$ cat config.mk
export PLATFORM = sky130hd
export DESIGN_NAME = delay_mem_arb
export DESIGN_NICKNAME = d
export VERILOG_FILES = /design/src/rtl/theremin_pkg.sv /design/src/rtl/delay_mem_arb_arb2_rr.sv /design/src/rtl/delay_mem_arb.sv
export SDC_FILE = /design/constraint.sdc
export NUM_CORES = 1
export LEC_CHECK = 0
export CORE_MARGIN = 4
export CORE_UTILIZATION = 42
export CTS_CLUSTER_DIAMETER = 100
export CTS_CLUSTER_SIZE = 16
export DETAILED_ROUTE_END_ITERATION = 7
export PLACE_DENSITY = 0.87
export SLEW_MARGIN = 20
export SYNTH_ARGS = -nofsm -noshare
export SYNTH_HDL_FRONTEND = slang
export SYNTH_SLANG_ARGS = --single-unit
$ cat constraint.sdc
create_clock -name clk -period 3.7 [get_ports clk]
set_input_delay 0.74 -clock clk [delete_from_list [all_inputs] [get_ports clk]]
set_output_delay 0.74 -clock clk [all_outputs]
set_load 0.005 [all_outputs]
$ cat src/rtl/theremin_pkg.sv
// Shared types for the delay-line memory arbiter: s2a port word types,
// arbiter FSM states and requester sides.
package theremin_pkg;

  localparam int PKG_ADDR_W = 19;
  localparam int PKG_DATA_W = 32;

  typedef logic [PKG_ADDR_W-1:0] mem_addr_t;
  typedef logic [PKG_DATA_W-1:0] mem_data_t;

  typedef enum logic [1:0] {
    IDLE     = 2'd0,
    WR       = 2'd1,
    RD_ISSUE = 2'd2,
    RD_WAIT  = 2'd3
  } arb_state_t;

  typedef enum logic {
    SIDE_WR = 1'b0,
    SIDE_RD = 1'b1
  } arb_side_t;

  // Side that gets priority after the given side has been served.
  function automatic arb_side_t other_side(input arb_side_t side);
    return (side == SIDE_WR) ? SIDE_RD : SIDE_WR;
  endfunction

endpackage

$ cat src/rtl/delay_mem_arb_arb2_rr.sv
// Two-way round-robin arbiter: combinational grant while enabled, with the
// priority pointer moving to the opposite side of every grant issued.
module arb2_rr
  import theremin_pkg::*;
(
  input  logic clk,
  input  logic rst_n,
  input  logic en_i,
  input  logic req_wr_i,
  input  logic req_rd_i,
  output logic gnt_wr_o,
  output logic gnt_rd_o
);

  arb_side_t prio_q;

  // Grant one side: the only requester, or the prioritised one on contention.
  always_comb begin
    gnt_wr_o = 1'b0;
    gnt_rd_o = 1'b0;
    if (en_i) begin
      if (req_wr_i && req_rd_i) begin
        if (prio_q == SIDE_WR) begin
          gnt_wr_o = 1'b1;
        end else begin
          gnt_rd_o = 1'b1;
        end
      end else if (req_wr_i) begin
        gnt_wr_o = 1'b1;
      end else if (req_rd_i) begin
        gnt_rd_o = 1'b1;
      end else begin
        gnt_wr_o = 1'b0;
      end
    end else begin
      gnt_wr_o = 1'b0;
    end
  end

  // Hand priority to the side that was not just served.
  always_ff @(posedge clk or negedge rst_n) begin
    if (!rst_n) begin
      prio_q <= SIDE_WR;
    end else if (gnt_wr_o) begin
      prio_q <= other_side(SIDE_WR);
    end else if (gnt_rd_o) begin
      prio_q <= other_side(SIDE_RD);
    end else begin
      prio_q <= prio_q;
    end
  end

endmodule

$ cat src/rtl/delay_mem_arb.sv
// Sequences delay-line write/read traffic onto the single s2a memory port,
// one access in flight at a time. Writes are fire-and-forget; reads finish
// on mem_readdone. Define DELAY_MEM_TIMEOUT_EN to add a read watchdog that
// aborts RD_WAIT after TIMEOUT_CYC cycles with zero data and rd_timeout.
module delay_mem_arb
  import theremin_pkg::*;
#(
  parameter int ADDR_W      = 19,
  parameter int DATA_W      = 32,
  parameter int TIMEOUT_CYC = 1024
) (
  input  logic              clk,
  input  logic              reset_n,
  input  logic              wr_req,
  input  logic [ADDR_W-1:0] wr_addr,
  input  logic [DATA_W-1:0] wr_data,
  output logic              wr_ack,
  input  logic              rd_req,
  input  logic [ADDR_W-1:0] rd_addr,
  output logic              rd_ack,
  output logic [DATA_W-1:0] rd_data,
  output logic              rd_valid,
  output logic              rd_timeout,
  input  logic              mem_busy,
  output logic              mem_write,
  output logic [ADDR_W-1:0] mem_writeaddr,
  output logic [DATA_W-1:0] mem_writedata,
  output logic              mem_read,
  output logic [ADDR_W-1:0] mem_readaddr,
  input  logic [DATA_W-1:0] mem_readdata,
  input  logic              mem_readdone
);

  arb_state_t        state_q;
  logic              wr_ack_q;
  logic              rd_ack_q;
  logic              mem_write_q;
  logic              mem_read_q;
  logic              rd_valid_q;
  logic [ADDR_W-1:0] mem_writeaddr_q;
  logic [DATA_W-1:0] mem_writedata_q;
  logic [ADDR_W-1:0] mem_readaddr_q;
  logic [DATA_W-1:0] rd_data_q;
  logic              arb_en_s;
  logic              gnt_wr_s;
  logic              gnt_rd_s;

  // New commands only from IDLE and only while the controller accepts them.
  assign arb_en_s = (state_q == IDLE) && !mem_busy;

  arb2_rr u_arb (
    .clk      (clk),
    .rst_n    (reset_n),
    .en_i     (arb_en_s),
    .req_wr_i (wr_req),
    .req_rd_i (rd_req),
    .gnt_wr_o (gnt_wr_s),
    .gnt_rd_o (gnt_rd_s)
  );

`ifdef DELAY_MEM_TIMEOUT_EN
  localparam int CNT_W = (TIMEOUT_CYC > 1) ? $clog2(TIMEOUT_CYC) : 1;
  localparam logic [CNT_W-1:0] CNT_LAST = CNT_W'(TIMEOUT_CYC - 1);
  logic [CNT_W-1:0] tmo_cnt_q;
  logic             rd_timeout_q;

  // Read watchdog: clears entering RD_WAIT, counts each RD_WAIT cycle.
  always_ff @(posedge clk or negedge reset_n) begin
    if (!reset_n) begin
      tmo_cnt_q <= '0;
    end else if (state_q == RD_ISSUE) begin
      tmo_cnt_q <= '0;
    end else if (state_q == RD_WAIT) begin
      tmo_cnt_q <= tmo_cnt_q + 1'b1;
    end else begin
      tmo_cnt_q <= tmo_cnt_q;
    end
  end

  // Timeout strobe; a coincident readdone takes precedence.
  always_ff @(posedge clk or negedge reset_n) begin
    if (!reset_n) begin
      rd_timeout_q <= 1'b0;
    end else begin
      rd_timeout_q <= (state_q == RD_WAIT) && !mem_readdone && (tmo_cnt_q == CNT_LAST);
    end
  end

  assign rd_timeout = rd_timeout_q;
`else
  assign rd_timeout = 1'b0;
`endif

  // Arbiter FSM with registered command, ack and read-return outputs.
  always_ff @(posedge clk or negedge reset_n) begin
    if (!reset_n) begin
      state_q         <= IDLE;
      wr_ack_q        <= 1'b0;
      rd_ack_q        <= 1'b0;
      mem_write_q     <= 1'b0;
      mem_read_q      <= 1'b0;
      rd_valid_q      <= 1'b0;
      mem_writeaddr_q <= '0;
      mem_writedata_q <= '0;
      mem_readaddr_q  <= '0;
      rd_data_q       <= '0;
    end else begin
      wr_ack_q    <= 1'b0;
      rd_ack_q    <= 1'b0;
      mem_write_q <= 1'b0;
      mem_read_q  <= 1'b0;
      rd_valid_q  <= 1'b0;
      case (state_q)
        IDLE: begin
          if (gnt_wr_s) begin
            state_q         <= WR;
            mem_write_q     <= 1'b1;
            wr_ack_q        <= 1'b1;
            mem_writeaddr_q <= wr_addr;
            mem_writedata_q <= wr_data;
          end else if (gnt_rd_s) begin
            state_q        <= RD_ISSUE;
            mem_read_q     <= 1'b1;
            rd_ack_q       <= 1'b1;
            mem_readaddr_q <= rd_addr;
          end else begin
            state_q <= IDLE;
          end
        end
        WR: begin
          state_q <= IDLE;
        end
        RD_ISSUE: begin
          state_q <= RD_WAIT;
        end
        RD_WAIT: begin
          if (mem_readdone) begin
            rd_data_q  <= mem_readdata;
            rd_valid_q <= 1'b1;
            state_q    <= IDLE;
`ifdef DELAY_MEM_TIMEOUT_EN
          end else if (tmo_cnt_q == CNT_LAST) begin
            rd_data_q  <= '0;
            rd_valid_q <= 1'b1;
            state_q    <= IDLE;
`endif
          end else begin
            state_q <= RD_WAIT;
          end
        end
        default: begin
          state_q <= IDLE;
        end
      endcase
    end
  end

  assign wr_ack        = wr_ack_q;
  assign rd_ack        = rd_ack_q;
  assign mem_write     = mem_write_q;
  assign mem_read      = mem_read_q;
  assign rd_valid      = rd_valid_q;
  assign mem_writeaddr = mem_writeaddr_q;
  assign mem_writedata = mem_writedata_q;
  assign mem_readaddr  = mem_readaddr_q;
  assign rd_data       = rd_data_q;

endmodule

Word level (Yosys, flattened, before mapping):

Index checks and enable logic that the tools add are counted.

* bits in read-only memories: 0
* output and inout port bits: 108
* memories kept: 0
* latch bits: 0
* memory bits (writable): 0
* register bits: 108
* logic and storage cells: 43

* bitwise logic cells: 1
* divide/modulo/power cells: 0
* shift operators: 0
* mux-type cells: 22
* multipliers: 0
* eq/ne operators: 3
* order comparisons: 0
* reductions and logical operators: 8
* add/subtract/negate cells: 0

Operators by type and width (number)
* 2-to-1 mux 1 bit: 18
* case mux 2 bit (4 select lines): 1
* 2-to-1 mux 2 bit: 3
* == test 2 bit, second input constant: 2
* AND reduction 2 bit: 2
* AND reduction 3 bit: 1
* == test 2 x 1 -> 1 bit, second input constant: 1
* logical AND 1 bit: 2
* zero test 2 bit: 1
* nonzero test 2 bit: 1
* zero test 1 bit: 1
* inverter 1 bit: 1

Depth between registers and ports, before layout:

* depth after elaboration: 7
* depth in mapped cells: 5
* gate-level depth less buffers: 3

Modules after synthesis:

Synthesis repeated with hierarchy kept, for this count alone.

* cells, all modules: 244
* area, all modules: 4092.7 sq um

By module, submodules not included
* delay_mem_arb: sequential area each 2677.6 sq um, instances 1, area an instance 4031.4 sq um, cells each 236
* arb2_rr: sequential area each 25.0 sq um, instances 1, area an instance 61.3 sq um, cells each 8

Least setup slack after synthesis:

OpenSTA, ideal clock, no wires.

* kind: input to register
* start: input mem_busy
* end: register mem_writeaddr_q[2], in the netlist mem_writeaddr[2]
* path buffers: 2
* data required time: 3575 ps
* slack: 1943 ps
* arrival: 1632 ps
* library setup time: 125 ps
* stages: 5
* cells stage by stage: nor3_2 and3_1 buf_6 buf_8 mux2_2

* longest elaborated chain between the ends: 4

RTL lines
* start: declaration: line delay_mem_arb.sv:24 `input logic mem_busy,`
* zero test 1 bit: line delay_mem_arb.sv:49 `assign arb_en_s = (state_q == IDLE) && !mem_busy;`
* logical AND 1 bit: line delay_mem_arb.sv:49
* 2-to-1 mux 1 bit: line delay_mem_arb_arb2_rr.sv:21 `if (en_i) begin`
* AND reduction 2 bit (no source line)
* end signal: assignment: line delay_mem_arb.sv:119 `mem_writeaddr_q <= wr_addr;`
* end: declaration: line delay_mem_arb.sv:40 `logic [ADDR_W-1:0] mem_writeaddr_q;`

Every way passes these cells.
A chain may end at the register's enable or synchronous reset.

Worst setup path in the final report:

* start: input mem_busy
* end: register mem_writedata_q[24], in the netlist mem_writedata[24]

* longest elaborated chain between the ends: 4

RTL lines
* zero test 1 bit: line delay_mem_arb.sv:49
* logical AND 1 bit: line delay_mem_arb.sv:49
* 2-to-1 mux 1 bit: line delay_mem_arb_arb2_rr.sv:21
* AND reduction 2 bit (no source line)
* end signal: assignment: line delay_mem_arb.sv:120 `mem_writedata_q <= wr_data;`
* end: declaration: line delay_mem_arb.sv:41 `logic [DATA_W-1:0] mem_writedata_q;`

Every way passes these cells.

==> impl_metrics.env <==
export IMPL_place_inst=571
export IMPL_ys_ff_latch=108
export IMPL_r2r_end="mem_writedata[24]$_DFFE_PN0P_"
export IMPL_drv_slew=0
export IMPL_layout_cells_non_filler=587
export IMPL_grt_pass1_wl_mm=15.53
export IMPL_tightestPinTransition_ps=652.1
export IMPL_gp_congestion=0.7184
export IMPL_htreeDepth=3
export IMPL_outcome="finished clean"
export IMPL_crit_reg2reg_launch="state_q[0]$_DFF_PN0_"
export IMPL_drtPass1Iterations=4
export IMPL_clock_sinks=108
export IMPL_period_share_pct=59.68
export IMPL_dr_total_vias=2735
export IMPL_worstSetupStartpointType="input pin"
export IMPL_fill_cells=692
export IMPL_worstSetupPathType="in -> reg"
export IMPL_grt_pass1_vias=3086
export IMPL_end_kind="flip-flop"
export IMPL_syn_nets=346
export IMPL_max_freq_mhz=452.9
export IMPL_clockBufferDepth=2
export IMPL_synth_area_mm2=0.004059
export IMPL_ant_nets=0
export IMPL_gr_usage_met1_pct=18.17
export IMPL_grt_usage_pct=17.67
export IMPL_die_x_um=106.3
export IMPL_clkTransAtPathRegs_ps=100
export IMPL_crit_fanout=54
export IMPL_required_ps=3930
export IMPL_total_leakage_power_nw=2.730
export IMPL_via_per_inst=4.659
export IMPL_drive_gt1_share_pct=25.76
export IMPL_grt_ovfl_total=0
export IMPL_fin_skew_ps=12.83
export IMPL_final_common_cell="clkdlybuf4s50_1"
export IMPL_tritoncts="yes"
export IMPL_grt_max_degree=59
export IMPL_clock_latency_ps=350
export IMPL_gr_usage_met2_pct=31.99
export IMPL_setup_tns_ps=0
export IMPL_seq_area_frac_synth_pct=66.58
export IMPL_rows=35
export IMPL_ctsResizeCount=0
export IMPL_pin_count=216
export IMPL_io_buffers=214
export IMPL_wl_per_cell_um=16.89
export IMPL_hold_viol=0
export IMPL_r2r_slack_ps=1810
export IMPL_cts_buffers=9
export IMPL_hold_slack_ps=398.5
export IMPL_drt_total_wl_mm=9.914
export IMPL_power_density_mw_per_mm2=753.2
export IMPL_area_growth_pct=59.06
export IMPL_synth_cell_types=15
export IMPL_clockRootBuffer="clkbuf_8"
export IMPL_die_h_um=106.3
export IMPL_final_util_pct=69.22
export IMPL_mostFrequentLayoutCells="clkdlybuf4s50_1, dfrtp_1, mux2_2"
export IMPL_rsz0062_at_grt="false"
export IMPL_hold_buffers=0
export IMPL_avgSynthCellArea_um2=17.05
export IMPL_setup_violations=0
export IMPL_yosys_warnings=0
export IMPL_vdd_drop_max_v=0.0004326
export IMPL_grt_antenna_before_repair=0
export IMPL_drc=0
export IMPL_critPathArrivalTime_ps=2440
export IMPL_period_minus_slack_ps=2208
export IMPL_synthCells=238
export IMPL_nets=561
export IMPL_relSlewSlack_pct=56.52
export IMPL_r2r_cells=4
export IMPL_dr_first_iter_drc_count=45
export IMPL_post_cts_buffers=0
export IMPL_min_path_type="in -> async"
export IMPL_initial_core_util_pct=43.51
export IMPL_use_met3_pct=7.407
export IMPL_coreArea_mm2=0.009328
export IMPL_maxCapViolations=0
export IMPL_dieArea_mm2=0.01130
export IMPL_hpwl_mm=7.732
export IMPL_busiest_layer="met2"
export IMPL_diodes=0
[routing by layer]
metal  share of wire, %  wire [µm]
met2                 52       5163
met5                  0          0
met4                1.9        188
met3                 11       1068
met1                 35       3494
[cells in the mapped netlist (all sizes together)]
cell      n  area share (%)
dfrtp   108              67
mux2    102              28
buf      14             3.3
nand2     4            0.37
a21o      2            0.37
inv       2            0.19
nand3     2            0.25
and3      1            0.15
conb      1           0.092
nand2b    1            0.15
nor3      1            0.25
[through the flow]
stage	worst slack (ps)	total power [W]	area, µm²
finish	1492	0.004863	6456
global route	1441	0.005173	6456
CTS	1508	0.004942	6456
detailed placement	1127	0.004255	6270
global placement	1151	0.004163	6270
floorplan	1943	0.002797	4059
[critical path, cell delays in order]
cell and delay, ps:
clkdlybuf4s50_1 420, nor3_2 130, and3_2 190, buf_4 520, mux2_2 410
[layout make-up]
type / instances / area [µm²] / share of cell area, %
clock buffers: 11 / 151.4 / 2.345
clock inverters: 5 / 35.03 / 0.5426
inverters: 2 / 7.507 / 0.1163
multi-input cells: 114 / 1216 / 18.84
flip-flops and latches: 108 / 2703 / 41.86
well taps: 129 / 161.4 / 2.500
repair buffers: 218 / 2182 / 33.80
[sequential cells by signal, summed over array words and instances (netlist names)]
signal	count
mem_writedata	32
rd_data	32
mem_readaddr	19
mem_writeaddr	19
state_q	2
mem_read	1
mem_write	1
rd_valid	1
u_arb.prio_q	1
[cell families after synthesis]
logic type             after synthesis  synth area share [%]
flip-flops                         108                 66.58
multiplexers                       102                 28.30
buffers and inverters               16                 3.483
AND/OR/NAND/NOR                      9                 1.172
AO/OA/AOI/OAI                        2                0.3698
other                                1               0.09239
[power by group]
part           total [W]  internal [W]  leakage, nW  switching, W
sequential       0.00206       0.00176         1.30      0.000294
clock           0.000672      0.000284       0.0957      0.000388
combinational    0.00213       0.00153         1.34      0.000603
[worst max path at each step]
stage / startpoint / endpoint / slack, ps / cells past startpoint
global route: mem_busy / mem_writedata[24]$_DFFE_PN0P_ / 1440 / 5
finish: mem_busy / mem_writedata[24]$_DFFE_PN0P_ / 1490 / 5
global placement: mem_busy / mem_writedata[10]$_DFFE_PN0P_ / 1150 / 5
floorplan: mem_busy / mem_writeaddr[2]$_DFFE_PN0P_ / 1940 / 5
detailed placement: mem_busy / mem_writedata[22]$_DFFE_PN0P_ / 1130 / 5
CTS: mem_busy / mem_writedata[24]$_DFFE_PN0P_ / 1510 / 5
No activity file was read; power rests on OpenSTA's default activity.
